===== src/rtl/cond_pkg.sv =====
// Shared types for predicated-execution logic: ARM condition codes, NZCV bit
// positions and the condition unit's run/shadow states.
package cond_pkg;

  typedef enum logic [3:0] {
    EQ = 4'b0000, NE = 4'b0001, CS = 4'b0010, CC = 4'b0011,
    MI = 4'b0100, PL = 4'b0101, VS = 4'b0110, VC = 4'b0111,
    HI = 4'b1000, LS = 4'b1001, GE = 4'b1010, LT = 4'b1011,
    GT = 4'b1100, LE = 4'b1101, AL = 4'b1110, NV = 4'b1111
  } cond_e;

  localparam int N_IDX = 3;
  localparam int Z_IDX = 2;
  localparam int C_IDX = 1;
  localparam int V_IDX = 0;

  typedef enum logic {
    RUN    = 1'b0,
    SHADOW = 1'b1
  } state_e;

endpackage


===== src/rtl/cond_check.sv =====
// Combinational condition evaluator: instruction condition field against NZCV.
// Zero latency, no state; shared by any stage that needs predication.
module cond_check
  import cond_pkg::*;
(
  input  logic [3:0] Cond,
  input  logic [3:0] Flags,
  output logic       CondPass
);

  logic n, z, c, v;

  assign n = Flags[N_IDX];
  assign z = Flags[Z_IDX];
  assign c = Flags[C_IDX];
  assign v = Flags[V_IDX];

  always_comb begin
    CondPass = 1'b0;
    case (cond_e'(Cond))
      EQ: CondPass = z;
      NE: CondPass = ~z;
      CS: CondPass = c;
      CC: CondPass = ~c;
      MI: CondPass = n;
      PL: CondPass = ~n;
      VS: CondPass = v;
      VC: CondPass = ~v;
      HI: CondPass = c & ~z;
      LS: CondPass = ~c | z;
      GE: CondPass = (n == v);
      LT: CondPass = (n != v);
      GT: CondPass = ~z & (n == v);
      LE: CondPass = z | (n != v);
      AL: CondPass = 1'b1;
      NV: CondPass = 1'b0;
      default: CondPass = 1'b0;
    endcase
  end

endmodule


===== src/rtl/cond_unit.sv =====
// Execute-stage condition unit: NZCV register, condition gating of write strobes,
// and a post-branch squash window. COND_UNIT_PERF_EN adds exec/squash counters.
module cond_unit
  import cond_pkg::*;
#(
  parameter int BRANCH_SHADOW = 2
) (
  input  logic        clk,
  input  logic        reset,
  input  logic        Valid,
  input  logic        Flush,
  input  logic [3:0]  Cond,
  input  logic [3:0]  ALUFlags,
  input  logic [1:0]  FlagW,
  input  logic        PCS,
  input  logic        RegW,
  input  logic        MemW,
  output logic        PCSrc,
  output logic        RegWrite,
  output logic        MemWrite,
  output logic        CondEx,
  output logic [3:0]  Flags,
  output logic        InShadow
`ifdef COND_UNIT_PERF_EN
  ,
  input  logic        CountClr,
  output logic [31:0] ExecCount,
  output logic [31:0] SquashCount
`endif
);

  localparam logic [2:0] SHADOW_LEN = 3'(BRANCH_SHADOW);

  state_e     state;
  logic [2:0] cnt;
  logic       cond_pass;
  logic       live;

  cond_check u_cond_check (
    .Cond     (Cond),
    .Flags    (Flags),
    .CondPass (cond_pass)
  );

  assign InShadow = (state == SHADOW);
  assign live     = Valid & ~Flush & ~InShadow;
  assign CondEx   = live & cond_pass;
  assign PCSrc    = PCS & CondEx;
  assign RegWrite = RegW & CondEx;
  assign MemWrite = MemW & CondEx;

  // Condition of the current instruction sees the pre-update flags.
  always_ff @(posedge clk) begin
    if (reset) begin
      Flags <= 4'b0000;
    end else if (CondEx) begin
      if (FlagW[1]) begin
        Flags[N_IDX] <= ALUFlags[N_IDX];
        Flags[Z_IDX] <= ALUFlags[Z_IDX];
      end
      if (FlagW[0]) begin
        Flags[C_IDX] <= ALUFlags[C_IDX];
        Flags[V_IDX] <= ALUFlags[V_IDX];
      end
    end
  end

  // Shadow counts cycles, not instructions, so bubbles still drain the window.
  always_ff @(posedge clk) begin
    if (reset) begin
      state <= RUN;
      cnt   <= 3'd0;
    end else begin
      case (state)
        RUN: begin
          if (PCSrc && (SHADOW_LEN != 3'd0)) begin
            state <= SHADOW;
            cnt   <= SHADOW_LEN;
          end
        end
        SHADOW: begin
          cnt <= cnt - 3'd1;
          if (cnt == 3'd1) begin
            state <= RUN;
          end
        end
        default: begin
          state <= RUN;
          cnt   <= 3'd0;
        end
      endcase
    end
  end

`ifdef COND_UNIT_PERF_EN
  always_ff @(posedge clk) begin
    if (reset || CountClr) begin
      ExecCount   <= 32'd0;
      SquashCount <= 32'd0;
    end else begin
      if (CondEx) begin
        ExecCount <= ExecCount + 32'd1;
      end
      if (Valid && !CondEx) begin
        SquashCount <= SquashCount + 32'd1;
      end
    end
  end
`endif

endmodule


===== config.mk =====
export PLATFORM = sky130hd
export DESIGN_NAME = cond_unit
export DESIGN_NICKNAME = d
export VERILOG_FILES = /design/src/rtl/cond_pkg.sv /design/src/rtl/cond_check.sv /design/src/rtl/cond_unit.sv
export SDC_FILE = /design/constraint.sdc
export NUM_CORES = 1
export LEC_CHECK = 0
export BUFFER_PORTS_ARGS = -buffer_cell sky130_fd_sc_hd__buf_4
export CAP_MARGIN = 10
export CORE_AREA = 2 2 39 41
export DETAILED_ROUTE_END_ITERATION = 10
export DIE_AREA = 0 0 41 43
export HOLD_SLACK_MARGIN = 0.06
export PLACE_DENSITY = 0.84
export RECOVER_POWER = 50
export REMOVE_ABC_BUFFERS = 1
export SETUP_SLACK_MARGIN = 0.05
export SLEW_MARGIN = 25
export SYNTH_ARGS = -nofsm -noshare
export SYNTH_HDL_FRONTEND = slang
export SYNTH_SLANG_ARGS = --single-unit

===== constraint.sdc =====
create_clock -name clk -period 4.6 [get_ports clk]
set_input_delay 0.92 -clock clk [delete_from_list [all_inputs] [get_ports clk]]
set_output_delay 0.92 -clock clk [all_outputs]
set_load 0.005 [all_outputs]

---- After elaboration in Yosys (flattened, before gate mapping) ----
Index checks and enable logic that the tools add are counted.
operators by class
  $add $sub $neg .......................... 1
  eq/ne operators ......................... 19
  muxes and demuxes ....................... 6
  bitwise gates (word level) .............. 16
  reductions and logical operators ........ 3
operator list
  operator             count
  $eq 4x4->1 const B   8
  $eq 4x3->1 const B   4
  $pmux 1 s16          1
  $and 1x1->1          8
  $eq 4x2->1 const B   2
  $not 1->1            6
  $pmux 3 s2           1
  $eq 4x1->1 const B   1
  $logic_not 4->1      1
  $reduce_and 2->1     2
  $eq 3x1->1 const B   1
  $mux 3               1
  $sub 3x1->3 const B  1
  $mux 1               2
  $ne 2x2->1 const B   1
  $or 1x1->1           2
  $pmux 1 s2           1
  $eq 1x1->1           1
  $ne 1x1->1           1
word-level totals
  register bits after elaboration ......... 8
  output and inout bits ................... 9

---- Depth between registers and ports, before layout ----
Gate-level depths: netlist of the first run.
  depth in word-level cells ............... 7
  depth in mapped cells ................... 5
  mapped depth without buffers ............ 5

---- By module ----
A second synthesis of the first run with hierarchy kept.
unflattened totals
  cells, all modules ...................... 67
  area, all modules ....................... 590.6 µm²
modules (own cells, without submodules)
  module      instances  cells each  area each (µm²)  sequential area each (µm²)
  cond_unit   1          44          435.4            160.2
  cond_check  1          23          155.1            0.0

---- Least setup slack after synthesis of the first run ----
No wires, ideal clock.
  path kind ............................... input to output
  start ................................... input port Flush
  end ..................................... output port MemWrite
  arrival ................................. 1.890 ns
  data required time ...................... 3.680 ns
  path slack .............................. 1.790 ns
  stages .................................. 5
  path buffers ............................ 0
  cell sequence ........................... nand2b_1 > nor4_1 > o31ai_4 > nand2_2 > and2_1
on the way
  cells in the longest elaborated chain, start to end .. 5
RTL lines
  what                      line             text
  start, declared           cond_unit.sv:11  input logic Flush,
  $not 1->1                 cond_unit.sv:46  assign live = Valid & ~Flush & ~InShadow;
  $and 1x1->1 (2 in a row)  cond_unit.sv:46
  $and 1x1->1               cond_unit.sv:47  assign CondEx = live & cond_pass;
  named net CondEx          cond_unit.sv:21  output logic CondEx,
  $and 1x1->1               cond_unit.sv:50  assign MemWrite = MemW & CondEx;
  end, declared             cond_unit.sv:20  output logic MemWrite,
The timed path passes the listed nets, and every way through them passes these cells.

---- Final worst setup path of the first run ----
  start ................................... input port Cond[1]
  end ..................................... output port PCSrc
on the way
  cells in the longest elaborated chain, start to end .. 4
  elaborated cells between the ends (all ways) .. 19
RTL lines
  what                                      line              text
  start, declared                           cond_unit.sv:12   input logic [3:0] Cond,
  $eq 4x4->1, or another cell as far along  cond_check.sv:20  case (cond_e'(Cond))
  $pmux 1 s16 *                             cond_check.sv:20
  $and 1x1->1 *                             cond_unit.sv:47
  $and 1x1->1 *                             cond_unit.sv:48   assign PCSrc = PCS & CondEx;
  end, declared                             cond_unit.sv:18   output logic PCSrc,
Mark *: on every way between the ends. The rest lies on a longest branch, timed or not.

==> flow_metrics.py, run 1 <==
metrics = {
    "setup_path": {
        "cp-start-kind": "primary input",
        "critPathArrivalTime_ns": 2.67,
        "cp.required_ns": 3.68,
        "end_kind": "output pin",
        "crit_fanout": 6,
        "path_class": "primary input to output pin",
    },
    "synthesis": {
        "synth_compound_area_frac": 0.2451,
        "synth_cell_type_count": 29,
        "ys_seq_area_frac": 0.2777,
        "synth_area_per_cell_um2": 9.456,
        "synth_top_area_share": 0.2777,
        "synth_edf_count": 0,
        "synthMuxAreaShare": 0.1063,
        "synthSimpleGateAreaFrac": 0.2408,
        "synthCells": 61,
        "yosys.area_share.xor_xnor": 0.06074,
        "synth_area_um2": 576.8,
        "synth.area.top_cells": "dfxtp_1, mux2i_1, nand2_1",
        "synth_adder_area_share": 0.04338,
        "synth_top_family_by_area": "compound AO/OA/AOI/OAI gates",
        "ys_seq_elements": 8,
        "synthFlopType": "dfxtp_1",
        "yosysWarnings": 0,
        "yosysTopAreaCell": "dfxtp_1",
        "async_reset_ff_frac": 0,
    },
    "sta": {
        "worst_pin_slew_ns": 0.6376,
        "final_hold_viol_count": 0,
        "fmax_ghz": 0.2782,
        "slew_violations": 0,
        "rsz0062_at_grt": "false",
        "max_slew_margin": 0.5713,
        "setup_viol": 0,
        "finalCritPeriodShare": 0.7815,
        "setup-tns-final_ns": 0,
        "hold-worst-slack_ns": 0.4963,
        "clock_skew_ns": 0.003263,
        "fin_crit_ns": 3.595,
    },
    "global_routing": {
        "grt_max_degree": 11,
        "grt_pass1_vias": 508,
        "grt_pass1_wl_mm": 2.014,
        "grt_antenna_before_repair": 0,
        "gr-total-overflow": 0,
        "track_usage": 0.1700,
    },
    "cts": {
        "clk_path_buf_depth": 2,
        "post_cts_buffers": 0,
        "insertion_delay_ns": 0.26,
        "h-tree-depth": 1,
        "cts_resized": 0,
        "cts_made_buffers": 3,
        "clockRootBuffer": "clkbuf_4",
        "path_clk_slew_ns": 0.05,
        "clkSinkCount": 8,
        "cts_hold_buf": 0,
        "cts_tree": "yes",
    },
    "floorplan": {
        "placementRows": 14,
        "core_area_um2": 1384,
        "die_h_um": 43,
        "design.die.area_um2": 1763,
        "boundaryPins": 26,
        "start_util": 0.4168,
        "die_w_um": 41,
    },
    "pwr": {
        "leakage_nw": 0.3275,
        "p_total_uw": 172.7,
        "ir_worst_vdd_mv": 0.1217,
        "powerDensity_nw_per_um2": 222.9,
    },
    "placement": {
        "place_inst": 102,
        "portBuffers": 25,
        "dpl.hpwl_mm": 1.091,
        "gp_routability_congestion": 0.8096,
    },
    "detailed_routing": {
        "routed-wl-met3_um": 67,
        "drc": 0,
        "viasPerCell": 5.181,
        "top_layer": "met4",
        "dr_wl_met2_um": 660,
        "drt-initial-drc-count": 5,
        "num_vias": 544,
        "post_drt_wl_per_cell_um": 12.74,
        "wirelength_met1_um": 572,
        "drtAntennaViolNets": 0,
        "drt_wl_total_mm": 1.338,
        "first_pass_iters": 3,
    },
    "finish": {
        "final_cells": 105,
        "diodes": 0,
        "nNetsFinal": 110,
        "drive_above_1_share": 0.3820,
        "final_cell_mix": "buf_4, nand2_1, dfxtp_1",
        "syn_to_final_growth_pct": 34.27,
        "final_common_cell": "buf_4",
    },
    "worst_hold_path": {
        "hold_path.class": "register to register",
    },
    "outcome": {
        "status": "finished, final reports clean",
    },
    "run": {
        "maxCapViolCount": 0,
    },
}
[per-stage QoR]
step             util  cell area, um^2  worst slack, ns
2_1_floorplan       -            576.8            1.790
4_1_cts        0.5832            807.0            1.436
5_1_grt        0.5597            774.5           0.8563
3_3_place_gp   0.5669            784.5            1.502
6_report       0.5597            774.5            1.005
3_5_place_dp   0.5669            784.5            1.430
[area by class of cell]
type / instances / area (um^2)
tap: 16 / 20.02
clock buffer: 3 / 22.52
inverter: 4 / 15.01
multi-input combinational: 49 / 376.6
timing repair buffer: 25 / 180.2
sequential: 8 / 160.2
fill: 125 / 609.3
[routing by layer]
metal / track usage / vias up
li1: - / 275
met1: 0.1812 / 248
met2: 0.2875 / 17
met3: 0.01571 / 4
met4: 0.1200 / 0
met5: 0 / -
[cells in the mapped netlist (2+ instances only)]
library cell	number
nand2_1	10
xnor2_1	4
nand2b_1	2
mux2i_1	5
and2_1	2
nor3_1	2
inv_1	4
a21boi_2	2
ha_1	2
dfxtp_1	8
nor4_1	2
[logic make-up after synthesis]
logic type	count (synthesis)
xor+xnor	4
fa+ha+maj	2
simple gates	24
buf+inv	4
flops	8
compound gates	13
mux	6
[worst max-delay path: stages]
cell and delay [ns]:
clkbuf_1 0.26, mux2i_1 0.28, nor3b_1 0.08, o31ai_1 0.57
a21boi_0 0.34, buf_4 0.22
[power breakdown]
group          internal, mW  leakage (nW)  switching (mW)  total [mW]
sequential           0.0728        0.0649         0.00326      0.0760
combinational        0.0238         0.249          0.0177      0.0415
clock                0.0299        0.0138          0.0252      0.0551
total                 0.126         0.328          0.0462       0.173
[sequential cells by signal, summed over array words and instances (netlist names)]
| name | flops |
|---|---|
| Flags | 4 |
| cnt | 3 |
| InShadow | 1 |
[final timing paths]
path,from,slack (ns),endpoint,cells after the start
hold / removal,cnt[1],0.50,cnt[1],1
setup / recovery,Cond[1],1.01,PCSrc,6
hold reg to reg,cnt[1],0.50,cnt[1],1
setup reg to reg,Flags[1],2.57,cnt[1],5
Note: power is estimated with default switching activity, not from simulation.
==> inputs of run 2 (changes only) <==
Settings changed: CORE_AREA 2 2 39 41 to default, CORE_UTILIZATION from default to 44, DIE_AREA 0 0 41 43 to default, PLACE_DENSITY 0.84 to 0.85.
Clock period 4.6 ns to 3.5 ns, I/O delays scaled along.
==> run 2 against run 1 <==
- largest power group unchanged
- cell count shrank 1.9%
- via count rose by 2.4%
- global-route usage rose by 2.8 points
- wire length about the same
- clock-buffer cell count is the same
- sequential share of layout area shrank 0.49 points
- cell area grew 2.4%
- sequential power grew 31%
- critical path type unchanged
- first-iteration DRC count down 20%
- worst setup slack lost 0.43 ns
==> flow_metrics.py, run 2 (synthesis gave the netlist of run 1 again) <==
metrics = {
    "outcome": {
        "status": "finished, final reports clean",
    },
    "finish": {
        "syn_to_final_growth_pct": 37.53,
        "diodes": 0,
        "largest_reg_flops": 4,
        "regMostFlops": "Flags",
        "final_common_cell": "buf_4",
        "final_cell_mix": "buf_4, nand2_1, clkbuf_4",
        "drive_above_1_share": 0.4157,
        "nNetsFinal": 110,
        "final_cells": 103,
    },
    "setup_path": {
        "end_kind": "output pin",
        "crit_start": "Cond[2]",
        "max_stage_delay_ns": 0.42,
        "critPathArrivalTime_ns": 2.22,
        "cpMaxStageDelayCell": "a21boi_0",
        "rr_startpoint": "Flags[2]",
        "cp-start-kind": "primary input",
        "crit_top_cell": "buf_4",
        "crit_fanout": 6,
        "cp_cell_sequence": "buf_4 > o21ba_1 > o22ai_1 > mux2_2 > a21boi_0 > buf_4",
        "path_class": "primary input to output pin",
        "cp.required_ns": 2.80,
    },
    "cts": {
        "path_clk_slew_ns": 0.06,
        "clockRootBuffer": "clkbuf_4",
        "post_cts_buffers": 0,
        "h-tree-depth": 1,
        "insertion_delay_ns": 0.25,
        "cts_resized": 0,
        "cts_tree": "yes",
        "cts_hold_buf": 0,
        "clk_path_buf_depth": 2,
        "clkSinkCount": 8,
        "cts_made_buffers": 3,
    },
    "worst_hold_path": {
        "min_from": "cnt[1]",
        "hold_path.class": "register to register",
    },
    "floorplan": {
        "core_area_um2": 1156,
        "design.die.area_um2": 1460,
        "die_w_um": 38.21,
        "start_util": 0.4989,
        "boundaryPins": 26,
        "placementRows": 12,
        "die_h_um": 38.21,
    },
    "sta": {
        "clock_skew_ns": 0.001940,
        "fmax_ghz": 0.3425,
        "rsz0062_at_grt": "false",
        "finalCritPeriodShare": 0.8343,
        "setup_slack_ns": 0.5800,
        "fin_crit_ns": 2.920,
        "final_hold_viol_count": 0,
        "setup-tns-final_ns": 0,
        "worst_pin_slew_ns": 0.4918,
        "setup_viol": 0,
        "max_slew_margin": 0.6692,
        "slew_violations": 0,
    },
    "placement": {
        "dp_slack_ns": 0.7979,
        "dpl.hpwl_mm": 1.073,
        "place_inst": 100,
        "gp_routability_congestion": 0.7044,
        "portBuffers": 25,
    },
    "detailed_routing": {
        "drt-initial-drc-count": 4,
        "post_drt_wl_per_cell_um": 13.00,
        "viasPerCell": 5.408,
        "drt_wl_total_mm": 1.339,
        "first_pass_iters": 4,
        "drtAntennaViolNets": 0,
        "num_vias": 557,
        "drc": 0,
    },
    "global_routing": {
        "track_usage": 0.1983,
        "grt_max_degree": 11,
        "grt_pass1_wl_mm": 2.035,
        "grt_antenna_before_repair": 0,
        "grt_pass1_vias": 500,
        "gr-total-overflow": 0,
    },
    "pwr": {
        "ir_worst_vdd_mv": 0.1574,
        "leakage_nw": 0.3332,
        "powerDensity_nw_per_um2": 288.5,
    },
    "run": {
        "maxCapViolCount": 0,
    },
}
run 2: cell counts in the layout (fill, tap and decap cells not counted):
Identical to the previous run, type by type.
run 2: cell type report:
cell class	count	area [um^2]
Multi-Input combinational cell	49	390.4
Timing Repair Buffer	25	187.7
Inverter	4	15.01
Tap cell	14	17.52
Clock buffer	3	22.52
Fill cell	94	362.8
Sequential cell	8	160.2
run 2: final timing paths:
check,end,slack (ns),depth (start not counted)
hold / removal,cnt[1],0.48,1
hold reg to reg,cnt[1],0.48,1
setup reg to reg,InShadow,1.66,5
setup / recovery,PCSrc,0.58,6
run 2: worst max-delay path, delay by kind of cell:
| kind | cells | cell delay (ns) |
|---|---|---|
| compound gates | 3 | 0.76 |
| buf+inv | 2 | 0.34 |
| mux | 1 | 0.41 |
run 2: per-stage QoR:
| step | power (mW) | hold slack, ns | utilization | area, um^2 |
|---|---|---|---|---|
| after floorplan | 0.1312 | 0.4524 | - | 576.8 |
| after global placement | 0.1575 | 0.4611 | 0.6764 | 782.0 |
| after detailed placement | 0.1599 | 0.4694 | 0.6764 | 782.0 |
| after CTS | 0.2322 | 0.4828 | 0.6959 | 804.5 |
| after global routing | 0.2384 | 0.5223 | 0.6861 | 793.3 |
| final | 0.2288 | 0.4808 | 0.6861 | 793.3 |
run 2: where the power goes:
part           total, mW  internal (mW)  leakage, nW  switching [mW]
clock network     0.0714         0.0393       0.0138          0.0321
registers         0.0998         0.0956       0.0649         0.00424
logic             0.0576         0.0324        0.255          0.0252
run 2: routing by layer:
layer | vias to the layer above | global-route usage | wire [um]
li1 | 276 | - | -
met1 | 265 | 0.2310 | 600
met2 | 16 | 0.3644 | 691
met3 | 0 | 0.01744 | 47
met4 | 0 | 0.08036 | 0
met5 | - | 0 | 0
==> inputs of run 3 (changes only) <==
Clock period 3.5 ns to 2.9 ns, I/O delays scaled along.
==> run 3 against run 2 <==
- total power grew 21%
- hold slack lost 0.00051 ns
- utilization grew 0.97 points
- critical endpoint is now MemWrite
- critical path type unchanged
- wire length shrank 1.0%
- critical path depth grew 1
- first-iteration DRC count grew 100%
- clock power grew 21%
- largest cell class unchanged
- cell count is the same
==> flow_metrics.py, run 3 (synthesis gave the netlist of run 1 again) <==
metrics = {
    "outcome": {
        "status": "finished, final reports clean",
    },
    "sta": {
        "finalCritPeriodShare": 0.8514,
        "clock_skew_ns": 0.001787,
        "fin_crit_ns": 2.469,
        "max_slew_margin": 0.6915,
        "final_hold_viol_count": 0,
        "slew_violations": 0,
        "setup_viol": 0,
        "setup-tns-final_ns": 0,
        "rsz0062_at_grt": "false",
        "setup_slack_ns": 0.4311,
        "worst_pin_slew_ns": 0.4585,
        "fmax_ghz": 0.4050,
    },
    "cts": {
        "cts_hold_buf": 0,
        "cts_resized": 0,
        "clockRootBuffer": "clkbuf_4",
        "path_clk_slew_ns": 0.06,
        "post_cts_buffers": 0,
        "clkSinkCount": 8,
        "clk_path_buf_depth": 2,
        "h-tree-depth": 1,
        "cts_made_buffers": 3,
        "cts_tree": "yes",
        "insertion_delay_ns": 0.25,
    },
    "placement": {
        "gp_routability_congestion": 0.7044,
        "place_inst": 100,
        "portBuffers": 25,
        "dpl.hpwl_mm": 1.073,
        "dp_slack_ns": 0.4379,
    },
    "finish": {
        "nNetsFinal": 110,
        "final_cells": 103,
        "multi_input_area_um2": 401.6,
        "final_common_cell": "buf_4",
        "final_cell_mix": "buf_4, nand2_1, dfxtp_1, clkbuf_4, mux2i_1",
        "largest_reg_flops": 4,
        "drive_above_1_share": 0.4270,
        "seqCellArea_um2": 160.2,
        "syn_to_final_growth_pct": 39.48,
        "diodes": 0,
        "regMostFlops": "Flags",
        "nFillCells": 92,
    },
    "detailed_routing": {
        "drtAntennaViolNets": 0,
        "viasPerCell": 5.291,
        "drc": 0,
        "post_drt_wl_per_cell_um": 12.86,
        "first_pass_iters": 4,
        "drt-initial-drc-count": 8,
        "drt_wl_total_mm": 1.325,
        "num_vias": 545,
    },
    "global_routing": {
        "busiest_layer": "met2",
        "grt_use_met1": 0.2310,
        "use_met2": 0.3644,
        "groute.layer.met3.usage": 0.01744,
        "track_usage": 0.1983,
        "grt_pass1_wl_mm": 2.035,
        "grt_max_degree": 11,
        "gr-total-overflow": 0,
        "grt_pass1_vias": 500,
        "grt_antenna_before_repair": 0,
    },
    "pwr": {
        "leakage_nw": 0.3385,
        "ir_worst_vdd_mv": 0.1905,
        "internal_power_uw": 202.8,
        "p_total_uw": 277.5,
        "clkPwrFrac": 0.310,
        "combPwrFrac": 0.255,
        "pwr-share-seq": 0.434,
        "switchingPower_uw": 74.70,
        "powerDensity_nw_per_um2": 345.0,
        "p_sw_frac": 0.2692,
    },
    "setup_path": {
        "cp-start-kind": "primary input",
        "cp.required_ns": 2.32,
        "crit_fanout": 6,
        "path_class": "primary input to output pin",
        "end_kind": "output pin",
        "critPathArrivalTime_ns": 1.89,
    },
    "run": {
        "maxCapViolCount": 0,
    },
    "floorplan": {
        "start_util": 0.4989,
        "placementRows": 12,
        "boundaryPins": 26,
        "die_w_um": 38.21,
        "core_area_um2": 1156,
        "design.die.area_um2": 1460,
        "die_h_um": 38.21,
    },
    "worst_hold_path": {
        "hold_path.class": "register to register",
    },
}
-- run 3: layout make-up --
type | instances | share of cell area
inverters | 4 | 0.01866
well taps | 14 | 0.02177
clock buffers | 3 | 0.02799
multi-input cells | 49 | 0.4992
flip-flops and latches | 8 | 0.1991
repair buffers | 25 | 0.2333
-- run 3: per-stage QoR --
stage               hold WS [ns]  utilization  cell area [um^2]
detailed placement        0.4694       0.6764             782.0
finish                    0.4803       0.6959             804.5
global placement          0.4611       0.6764             782.0
global route              0.5218       0.6959             804.5
floorplan                 0.4524            -             576.8
CTS                       0.4828       0.6959             804.5
-- run 3: path summary, 6_finish.rpt --
| check | from | end | slack, ns | cells after the start |
|---|---|---|---|---|
| setup reg to reg | Flags[2] | Flags[2] | 1.24 | 5 |
| hold / removal | cnt[1] | cnt[1] | 0.48 | 1 |
| setup / recovery | Cond[1] | MemWrite | 0.43 | 7 |
| hold reg to reg | cnt[1] | cnt[1] | 0.48 | 1 |
-- run 3: worst max-delay path, stage by stage --
cell	delay [ns]
buf_4	0.13
mux2i_1	0.26
nor3b_1	0.11
o31ai_4	0.38
nand2_2	0.14
and2_1	0.17
buf_4	0.13
-- run 3: power groups by stage --
stage | logic [mW] | clock network [mW] | registers, mW
2_1_floorplan | 0.0365 | 0 | 0.122
3_3_place_gp | 0.0675 | 0 | 0.123
3_5_place_dp | 0.0699 | 0 | 0.123
4_1_cts | 0.0713 | 0.0884 | 0.121
5_1_grt | 0.0765 | 0.0914 | 0.121
6_report | 0.0708 | 0.0862 | 0.121
-- run 3: routing by layer --
layer / part of all wire / up-vias
li1: - / 275
met3: 0.040 / 0
met4: 0 / 0
met2: 0.52 / 16
met1: 0.44 / 254
met5: 0 / -
